--- src/rtl/sqrt_iter.sv ---
// Iterative restoring integer square root: one result bit per cycle, IDLE -> CALC -> DONE.
// Optional stuck-at fault injection on start/done/root/rem when FAULT_INJECT_EN is defined.
module sqrt_iter #(
    parameter int WIDTH = 16
) (
    input  logic               clk,
    input  logic               rst_n,
    input  logic               start,
    input  logic [WIDTH-1:0]   radicand,
    output logic               busy,
    output logic               done,
    output logic [WIDTH/2-1:0] root,
    output logic [WIDTH/2:0]   rem
);

    localparam int HW = WIDTH / 2;
    localparam int CW = $clog2(HW + 1);

    typedef enum logic [1:0] {
        IDLE = 2'd0,
        CALC = 2'd1,
        DONE = 2'd2
    } state_t;

    state_t          state_q, state_d;
    logic [CW-1:0]   cnt_q;
    logic [WIDTH-1:0] rad_w;
    logic [HW-1:0]   root_w;
    logic [HW-1:0]   rem_w;
    logic [HW-1:0]   root_q;
    logic [HW:0]     rem_q;

    logic            start_i;
    logic            done_i;
    logic            last_iter;

    logic [HW+1:0]   t;
    logic [HW+1:0]   trial;
    logic [HW:0]     diff;
    logic            ge;
    logic [HW:0]     rem_nxt;
    logic [HW-1:0]   root_nxt;

    // Working remainder stays below 2^HW until the last step, so only the
    // final result needs the extra bit.
    assign t         = {rem_w, rad_w[WIDTH-1 -: 2]};
    assign trial     = {root_w, 2'b01};
    assign ge        = (t >= trial);
    assign diff      = t[HW:0] - trial[HW:0];
    assign rem_nxt   = ge ? diff : t[HW:0];
    assign root_nxt  = {root_w[HW-2:0], ge};
    assign last_iter = (cnt_q == CW'(1));

    // NOTE: sequential state uses non-blocking assignments so every register
    // samples pre-edge values regardless of process ordering.
    always_ff @(posedge clk) begin
        if (!rst_n) begin
            state_q <= IDLE;
        end else begin
            state_q <= state_d;
        end
    end

    // NOTE: every combinational output gets a default first so no path
    // leaves it unassigned (which would infer a latch).
    always_comb begin
        state_d = state_q;
        case (state_q)
            IDLE:    if (start_i) state_d = CALC;
            CALC:    if (last_iter) state_d = DONE;
            DONE:    state_d = IDLE;
            default: state_d = IDLE;
        endcase
    end

    always_comb begin
        busy   = 1'b0;
        done_i = 1'b0;
        case (state_q)
            CALC:    busy   = 1'b1;
            DONE:    done_i = 1'b1;
            default: ;
        endcase
    end

    always_ff @(posedge clk) begin
        if (!rst_n) begin
            cnt_q  <= '0;
            rad_w  <= '0;
            root_w <= '0;
            rem_w  <= '0;
            root_q <= '0;
            rem_q  <= '0;
        end else begin
            case (state_q)
                IDLE: begin
                    if (start_i) begin
                        cnt_q  <= CW'(HW);
                        rad_w  <= radicand;
                        root_w <= '0;
                        rem_w  <= '0;
                    end
                end
                CALC: begin
                    cnt_q  <= cnt_q - CW'(1);
                    rad_w  <= {rad_w[WIDTH-3:0], 2'b00};
                    root_w <= root_nxt;
                    rem_w  <= rem_nxt[HW-1:0];
                    if (last_iter) begin
                        root_q <= root_nxt;
                        rem_q  <= rem_nxt;
                    end
                end
                default: ;
            endcase
        end
    end

`ifdef FAULT_INJECT_EN
    logic          stuck_0_start = 1'b0;
    logic          stuck_1_start = 1'b0;
    logic          stuck_0_done  = 1'b0;
    logic          stuck_1_done  = 1'b0;
    logic [HW-1:0] stuck_0_root  = '0;
    logic [HW-1:0] stuck_1_root  = '0;
    logic [HW:0]   stuck_0_rem   = '0;
    logic [HW:0]   stuck_1_rem   = '0;

    initial begin
        $display("register  %m.stuck_0_start input");
        $display("register  %m.stuck_1_start input");
        $display("register  %m.stuck_0_done output");
        $display("register  %m.stuck_1_done output");
    end

    assign start_i = stuck_1_start ? 1'b1 : stuck_0_start ? 1'b0 : start;
    assign done    = stuck_1_done  ? 1'b1 : stuck_0_done  ? 1'b0 : done_i;

    for (genvar i = 0; i < HW; i++) begin : g_root_fi
        initial begin
            $display("register  %m.stuck_0_root[%0d] output", i);
            $display("register  %m.stuck_1_root[%0d] output", i);
        end
        assign root[i] = stuck_1_root[i] ? 1'b1 : stuck_0_root[i] ? 1'b0 : root_q[i];
    end

    for (genvar i = 0; i <= HW; i++) begin : g_rem_fi
        initial begin
            $display("register  %m.stuck_0_rem[%0d] output", i);
            $display("register  %m.stuck_1_rem[%0d] output", i);
        end
        assign rem[i] = stuck_1_rem[i] ? 1'b1 : stuck_0_rem[i] ? 1'b0 : rem_q[i];
    end
`else
    assign start_i = start;
    assign done    = done_i;
    assign root    = root_q;
    assign rem     = rem_q;
`endif

endmodule

--- config.mk ---
export PLATFORM = sky130hd
export DESIGN_NAME = sqrt_iter
export DESIGN_NICKNAME = d
export VERILOG_FILES = /design/src/rtl/sqrt_iter.sv
export SDC_FILE = /design/constraint.sdc
export NUM_CORES = 1
export LEC_CHECK = 0
export BUFFER_PORTS_ARGS = -buffer_cell sky130_fd_sc_hd__clkbuf_2
export CORE_MARGIN = 2
export CORE_UTILIZATION = 45
export DETAILED_ROUTE_END_ITERATION = 8
export HOLD_SLACK_MARGIN = 0.1
export PLACE_DENSITY = 0.65
export REMOVE_ABC_BUFFERS = 1
export SYNTH_ARGS = -nofsm -noshare
export SYNTH_HDL_FRONTEND = slang
export SYNTH_SLANG_ARGS = --single-unit
--- constraint.sdc ---
create_clock -name clk -period 2.25 [get_ports clk]
set_clock_uncertainty 0.05 [all_clocks]
set_input_delay 0.1125 -clock clk [delete_from_list [all_inputs] [get_ports clk]]
set_output_delay 0.1125 -clock clk [all_outputs]
set_load 0.05 [all_outputs]
==> run_results.csv, run 1 <==
group,metric,value,unit
synth,syn_area_per_cell,8.150,µm²
setup_path,setup.worst_path.class,"flip-flop to flip-flop",
floorplanning,die_w,80.25,µm
finish,drive_above_1_share,0.1935,
drt,ant_nets,0,
synth,synth_top_area_frac,0.4209,
synth,synth_edf_count,0,
power_and_ir_drop,intPower,2.330,mW
placement,portBuffers,37,
run,maxCapViolCount,0,
power_and_ir_drop,pwr-share-comb,0.567,
timing,worst_pin_slew,1.133,ns
synth,synth_area_leaders,"dfxtp_1 42%, nand2_1 7.2%, ha_1 5.7%",
synth,postSynthCellCount,321,
drt,dr_total_vias,2357,
floorplanning,core,5574,µm²
global_routing,grt-ovfl-total,0,
global_routing,grt_util_met3,0.04270,
drt,viasPerCell,5.309,
drt,drcViolationCount,0,
min_path,hold_class,"input pin to flip-flop",
finish,seqCellArea,1102,µm²
finish,multi_input_area,1350,µm²
power_and_ir_drop,seq_power_share,0.300,
drt,drtIter0Drc,173,
clock_network,clockBufferDepth,2,
clock_network,root_buffer,"clkbuf_8",
clock_network,clkSlewWorstSetupHoldPaths,0.10,ns
power_and_ir_drop,ir_drop,0.7523,mV
floorplanning,start_util,0.4694,
clock_network,cts-htree-levels,2,
global_routing,busiest_layer,"met1",
global_routing,grt_pass1_wl,10070,µm
global_routing,grt_pass1_vias,2117,
clock_network,cts_sinks,55,
timing,hold_viol_final,0,
timing,period_minus_slack,2.111,ns
drt,post_drt_wl_per_cell,13.92,µm
timing,slew_headroom,0.2418,
setup_path,end_kind,"flip-flop",
clock_network,cts_made_buffers,5,
synth,ys_ff_latch,55,
finish,syn2layout_area_growth,18.32,%
synth,synth-async-reset-ratio,0,
global_routing,antenna_found_initial,0,
timing,setup_viol,0,
floorplanning,die_area,6440,µm²
placement,gp_congestion,0.8788,
timing,timing.final.crit_share,0.9384,
power_and_ir_drop,power.density,1313,nW/µm²
global_routing,grt_use_total,0.2019,
floorplanning,rows,27,
global_routing,groute.layer.met1.usage,0.2958,
finish,num_antenna_cells,0,
synth,synth-seq-area-share,0.4209,
drt,routed_wirelength,6182,µm
synth,syn_area,2616,µm²
power_and_ir_drop,power_leakage,1.286,nW
floorplanning,ios,38,
finish,final_cell_mix,"54 x dfxtp_1, 50 x nand2_1, 37 x clkbuf_2",
synth,ys.flop_type,"dfxtp_1",
min_path,holdPathStages,5,
finish,fin_nets,402,
finish,layout_commonest_cell,"dfxtp_1",
power_and_ir_drop,p_switching,1.735,mW
run_status,outcome,"completed",
timing,whs,0.1153,ns
setup_path,critPathLaunchType,"flip-flop",
global_routing,use_met2,0.2900,
timing,rsz0062_at_grt,"true",
clock_network,cts_tree,"yes",
setup_path,path_max_fanout,7,
timing,slew_viol_final,0,
synth,yosysTopAreaCell,"dfxtp_1",
setup_path,crit_required,2.44,ns
power_and_ir_drop,switching_share,0.4269,
setup_path,r2r_cells,8,
power_and_ir_drop,finalPower,4.065,mW
finish,fillerInstances,534,
power_and_ir_drop,clockPowerShare,0.133,
floorplanning,die_h,80.25,µm
synth,synth_warnings,0,
drt,dr.pass1.iters,4,
timing,timing.fmax,473.6,MHz
placement,dp_hpwl,4393,µm
setup_path,worstPathArrival,2.30,ns
synth,yosysUniqueCellTypes,41,
global_routing,grt_max_degree,26,
clock_network,clk_latency,0.31,ns
per-stage QoR:
stage	instances	setup TNS, ns	cell area [µm²]	worst slack [ns]	util
6_report	444	0	3095	0.1386	0.5553
3_3_place_gp	427	0	2910	0.08930	0.5221
3_5_place_dp	427	0	2910	0.04140	0.5221
5_1_grt	444	-0.01391	3095	-0.007758	0.5553
4_1_cts	443	0	3075	0.02747	0.5517
2_1_floorplan	303	0	2522	0.1876	-
synthesized netlist by cell type (all sizes together) (2+ instances only):
| library cell | instances |
|---|---|
| o221ai | 7 |
| clkbuf | 12 |
| a21oi | 29 |
| xnor2 | 6 |
| o211ai | 6 |
| dfxtp | 55 |
| nor3 | 4 |
| a311oi | 2 |
| a222oi | 4 |
| mux2i | 5 |
| o21ai | 39 |
| inv | 22 |
| a211oi | 5 |
| nand4 | 2 |
| buf | 6 |
| nand2 | 50 |
| a22o | 3 |
| ha | 12 |
| nor2 | 29 |
| nand3 | 11 |
| o21a | 3 |
final timing paths:
kind              slack [ns]                   start                      to
hold / removal          0.12            radicand[10]  rad_w[10]$_SDFFE_PN0P_
hold reg to reg         0.41    root[4]$_SDFFE_PN0P_    root[4]$_SDFFE_PN0P_
setup reg to reg        0.14  root_w[3]$_SDFFE_PN0P_     rem[1]$_SDFFE_PN0P_
setup / recovery        0.14  root_w[3]$_SDFFE_PN0P_     rem[1]$_SDFFE_PN0P_
routing by layer:
metal	vias up	routed length [µm]
li1	1221	-
met1	1074	3064
met2	52	2711
met3	10	267
met4	0	138
met5	-	0
sequential cells by signal, summed over array words and instances (netlist names):
name,flops
cnt_q,4
rad_w,16
rem,9
rem_w,8
root,8
root_w,8
state_q,2
logic make-up (layout without fill, tap and decap cells):
logic type / after synthesis / count (layout) / share of synthesized area
buffers and inverters: 40 / 91 / 0.06743
multiplexers: 6 / 6 / 0.02343
AO/OA/AOI/OAI: 101 / 101 / 0.2477
flip-flops: 55 / 55 / 0.4209
AND/OR/NAND/NOR: 101 / 101 / 0.1631
adder cells (fa/ha/maj): 12 / 12 / 0.05739
XOR/XNOR: 6 / 6 / 0.02009
timing repair:
item                                    in CTS  in global routing
setup buffers                                0                  1
gates resized for setup                      0                  3
endpoints found under the hold margin        8                  0
endpoints found under the setup margin       0                 12
hold buffers                                 8                  0
critical path, cell delays in order, from the launching register on:
cell	delay, ns
dfxtp_1	0.36
inv_1	0.07
ha_1	0.36
nand2_1	0.07
a21oi_1	0.21
a211oi_2	0.11
o21a_4	0.25
or4_4	0.49
o211ai_2	0.08
final cells by class:
type                            count  area share
Multi-Input combinational cell    226      0.4361
Sequential cell                    55      0.3561
Timing Repair Buffer               61      0.1245
Tap cell                           72     0.02910
Inverter                           22     0.02668
Clock buffer                        6     0.02344
Clock inverter                      2    0.004042
power groups by stage:
stage / registers, mW / clock network [mW] / logic [mW]
floorplan: 1.25 / 0 / 1.60
global placement: 1.23 / 0 / 2.13
detailed placement: 1.24 / 0 / 2.14
CTS: 1.21 / 0.557 / 2.17
global route: 1.23 / 0.600 / 2.52
finish: 1.22 / 0.541 / 2.31
No activity file was read; power rests on OpenSTA's default activity.
==> inputs of run 2 (changes only) <==
==> constraint.sdc (replaced) <==
create_clock -name clk -period 2.25 [get_ports clk]
set_clock_uncertainty 0.05 [all_clocks]
set_input_delay 0.45 -clock clk [delete_from_list [all_inputs] [get_ports clk]]
set_output_delay 0.45 -clock clk [all_outputs]
set_load 0.05 [all_outputs]
==> run_results.csv, run 2 (same netlist as run 1, synthesis figures left out) <==
group,metric,value,unit
run_status,outcome,"completed",
placement,dp_hpwl,4479,µm
clock_network,clkSlewWorstSetupHoldPaths,0.10,ns
clock_network,clockBufferDepth,2,
finish,fillerInstances,560,
setup_path,cpPeakStageDelay,0.40,ns
floorplanning,start_util,0.4694,
timing,timing.final.crit_share,0.9305,
drt,drtIter0Drc,198,
finish,fin_util,0.5479,
drt,ant_nets,0,
power_and_ir_drop,clockPowerShare,0.134,
power_and_ir_drop,p_switching,1.733,mW
drt,drcViolationCount,0,
clock_network,root_buffer,"clkbuf_8",
setup_path,setup.worst_path.class,"flip-flop to flip-flop",
finish,final_cell_mix,"54 x dfxtp_1, 50 x nand2_1, 37 x clkbuf_2",
setup_path,worstPathArrival,2.24,ns
floorplanning,ios,38,
drt,dr_total_vias,2316,
clock_network,cts_made_buffers,5,
placement,portBuffers,37,
setup_path,cp_top_family,"compound AO/OA/AOI/OAI gates",
drt,viasPerCell,5.264,
power_and_ir_drop,power_leakage,1.275,nW
floorplanning,die_w,80.25,µm
timing,worst_pin_slew,0.5850,ns
global_routing,grt-ovfl-total,0,
setup_path,crit_cells,9,
global_routing,grt_pass1_wl,10270,µm
placement,placed_area,2940,µm²
timing,hold_viol_final,0,
drt,post_drt_wl_per_cell,13.65,µm
setup_path,crit_buf_inv,2,
power_and_ir_drop,intPower,2.337,mW
timing,timing.fmax,477.6,MHz
global_routing,grt_use_total,0.2034,
finish,top_register,"rad_w",
finish,drive_above_1_share,0.2065,
setup_path,cp_common_cell,"nor2_1",
drt,routed_wirelength,6006,µm
finish,final_area,3054,µm²
finish,num_antenna_cells,0,
floorplanning,die_area,6440,µm²
setup_path,critPathLaunchType,"flip-flop",
finish,largest_reg_flops,16,
drt,dr.pass1.iters,5,
floorplanning,die_h,80.25,µm
global_routing,grt_pass1_vias,2190,
placement,gp_congestion,0.9292,
setup_path,r2r_cells,9,
clock_network,cts_tree,"yes",
timing,slew_headroom,0.6085,
setup_path,path_max_fanout,9,
power_and_ir_drop,ir_drop,0.7567,mV
timing,period_minus_slack,2.094,ns
timing,rsz0062_at_grt,"false",
timing,slew_viol_final,0,
setup_path,r2r_slack,0.16,ns
placement,dp_cells,431,
power_and_ir_drop,seq_power_share,0.300,
clock_network,cts-htree-levels,2,
setup_path,slowest_stage,"a211oi_2",
global_routing,antenna_found_initial,0,
power_and_ir_drop,pwr-share-comb,0.565,
clock_network,clk_latency,0.31,ns
finish,syn2layout_area_growth,16.74,%
power_and_ir_drop,power.density,1333,nW/µm²
finish,final_cells,440,
timing,setup_viol,0,
finish,multi_input_area,1359,µm²
clock_network,hold_buffers,0,
setup_path,crit_path_cell_trace,"inv_1, ha_1, nor2_1, nor2_1, a211oi_2, o21ai_4, buf_4, nand4_1, o211ai_1",
finish,seqCellArea,1102,µm²
power_and_ir_drop,finalPower,4.070,mW
timing,tns,0,ns
setup_path,end_kind,"flip-flop",
setup_path,crit_required,2.39,ns
min_path,hold_class,"input pin to flip-flop",
finish,fin_nets,398,
global_routing,grt_max_degree,26,
power_and_ir_drop,switching_share,0.4259,
floorplanning,core,5574,µm²
min_path,holdPathStages,2,
finish,layout_commonest_cell,"dfxtp_1",
clock_network,cts_sinks,55,
run,maxCapViolCount,0,
floorplanning,rows,27,
run 2: path summary, 6_finish.rpt:
check	start	endpoint
max reg2reg	root_w[1]$_SDFFE_PN0P_	rem[0]$_SDFFE_PN0P_
min reg2reg	root[2]$_SDFFE_PN0P_	root[2]$_SDFFE_PN0P_
min	radicand[0]	rad_w[0]$_SDFFE_PN0P_
max	root_w[1]$_SDFFE_PN0P_	rem[0]$_SDFFE_PN0P_
run 2: layer usage:
metal  global-route usage  part of all wire  vias to the layer above
li1                     -                 -                     1210
met1               0.2929              0.50                     1050
met2               0.3075              0.45                       51
met3              0.03708             0.037                        5
met4              0.06102             0.014                        0
met5                    0                 0                        -
run 2: area by class of cell:
type | instances | share of cell area
clock buffer | 6 | 0.02376
clock inverter | 2 | 0.004097
inverter | 22 | 0.02704
multi-input combinational | 226 | 0.4449
sequential | 55 | 0.3609
tap | 72 | 0.02950
timing repair buffer | 57 | 0.1098
run 2: repair_timing:
action | CTS | global route
setup endpoints to repair | 0 | 11
setup buffers | 0 | 1
gates resized for setup | 0 | 3
run 2: metrics by stage:
| step | hold WS (ns) | setup slack, ns |
|---|---|---|
| 3_3_place_gp | 0.3920 | 0.1451 |
| 6_report | 0.2980 | 0.1563 |
| 4_1_cts | 0.2923 | 0.08688 |
| 5_1_grt | 0.2883 | 0.0007818 |
| 2_1_floorplan | 0.3750 | 0.1876 |
| 3_5_place_dp | 0.3997 | 0.09266 |
run 2: power groups by stage:
| stage | combinational [mW] | clock, mW | sequential (mW) |
|---|---|---|---|
| after floorplan | 1.60 | 0 | 1.25 |
| after global placement | 2.15 | 0 | 1.24 |
| after detailed placement | 2.17 | 0 | 1.24 |
| after CTS | 2.18 | 0.560 | 1.22 |
| after global routing | 2.56 | 0.603 | 1.24 |
| final | 2.30 | 0.546 | 1.22 |
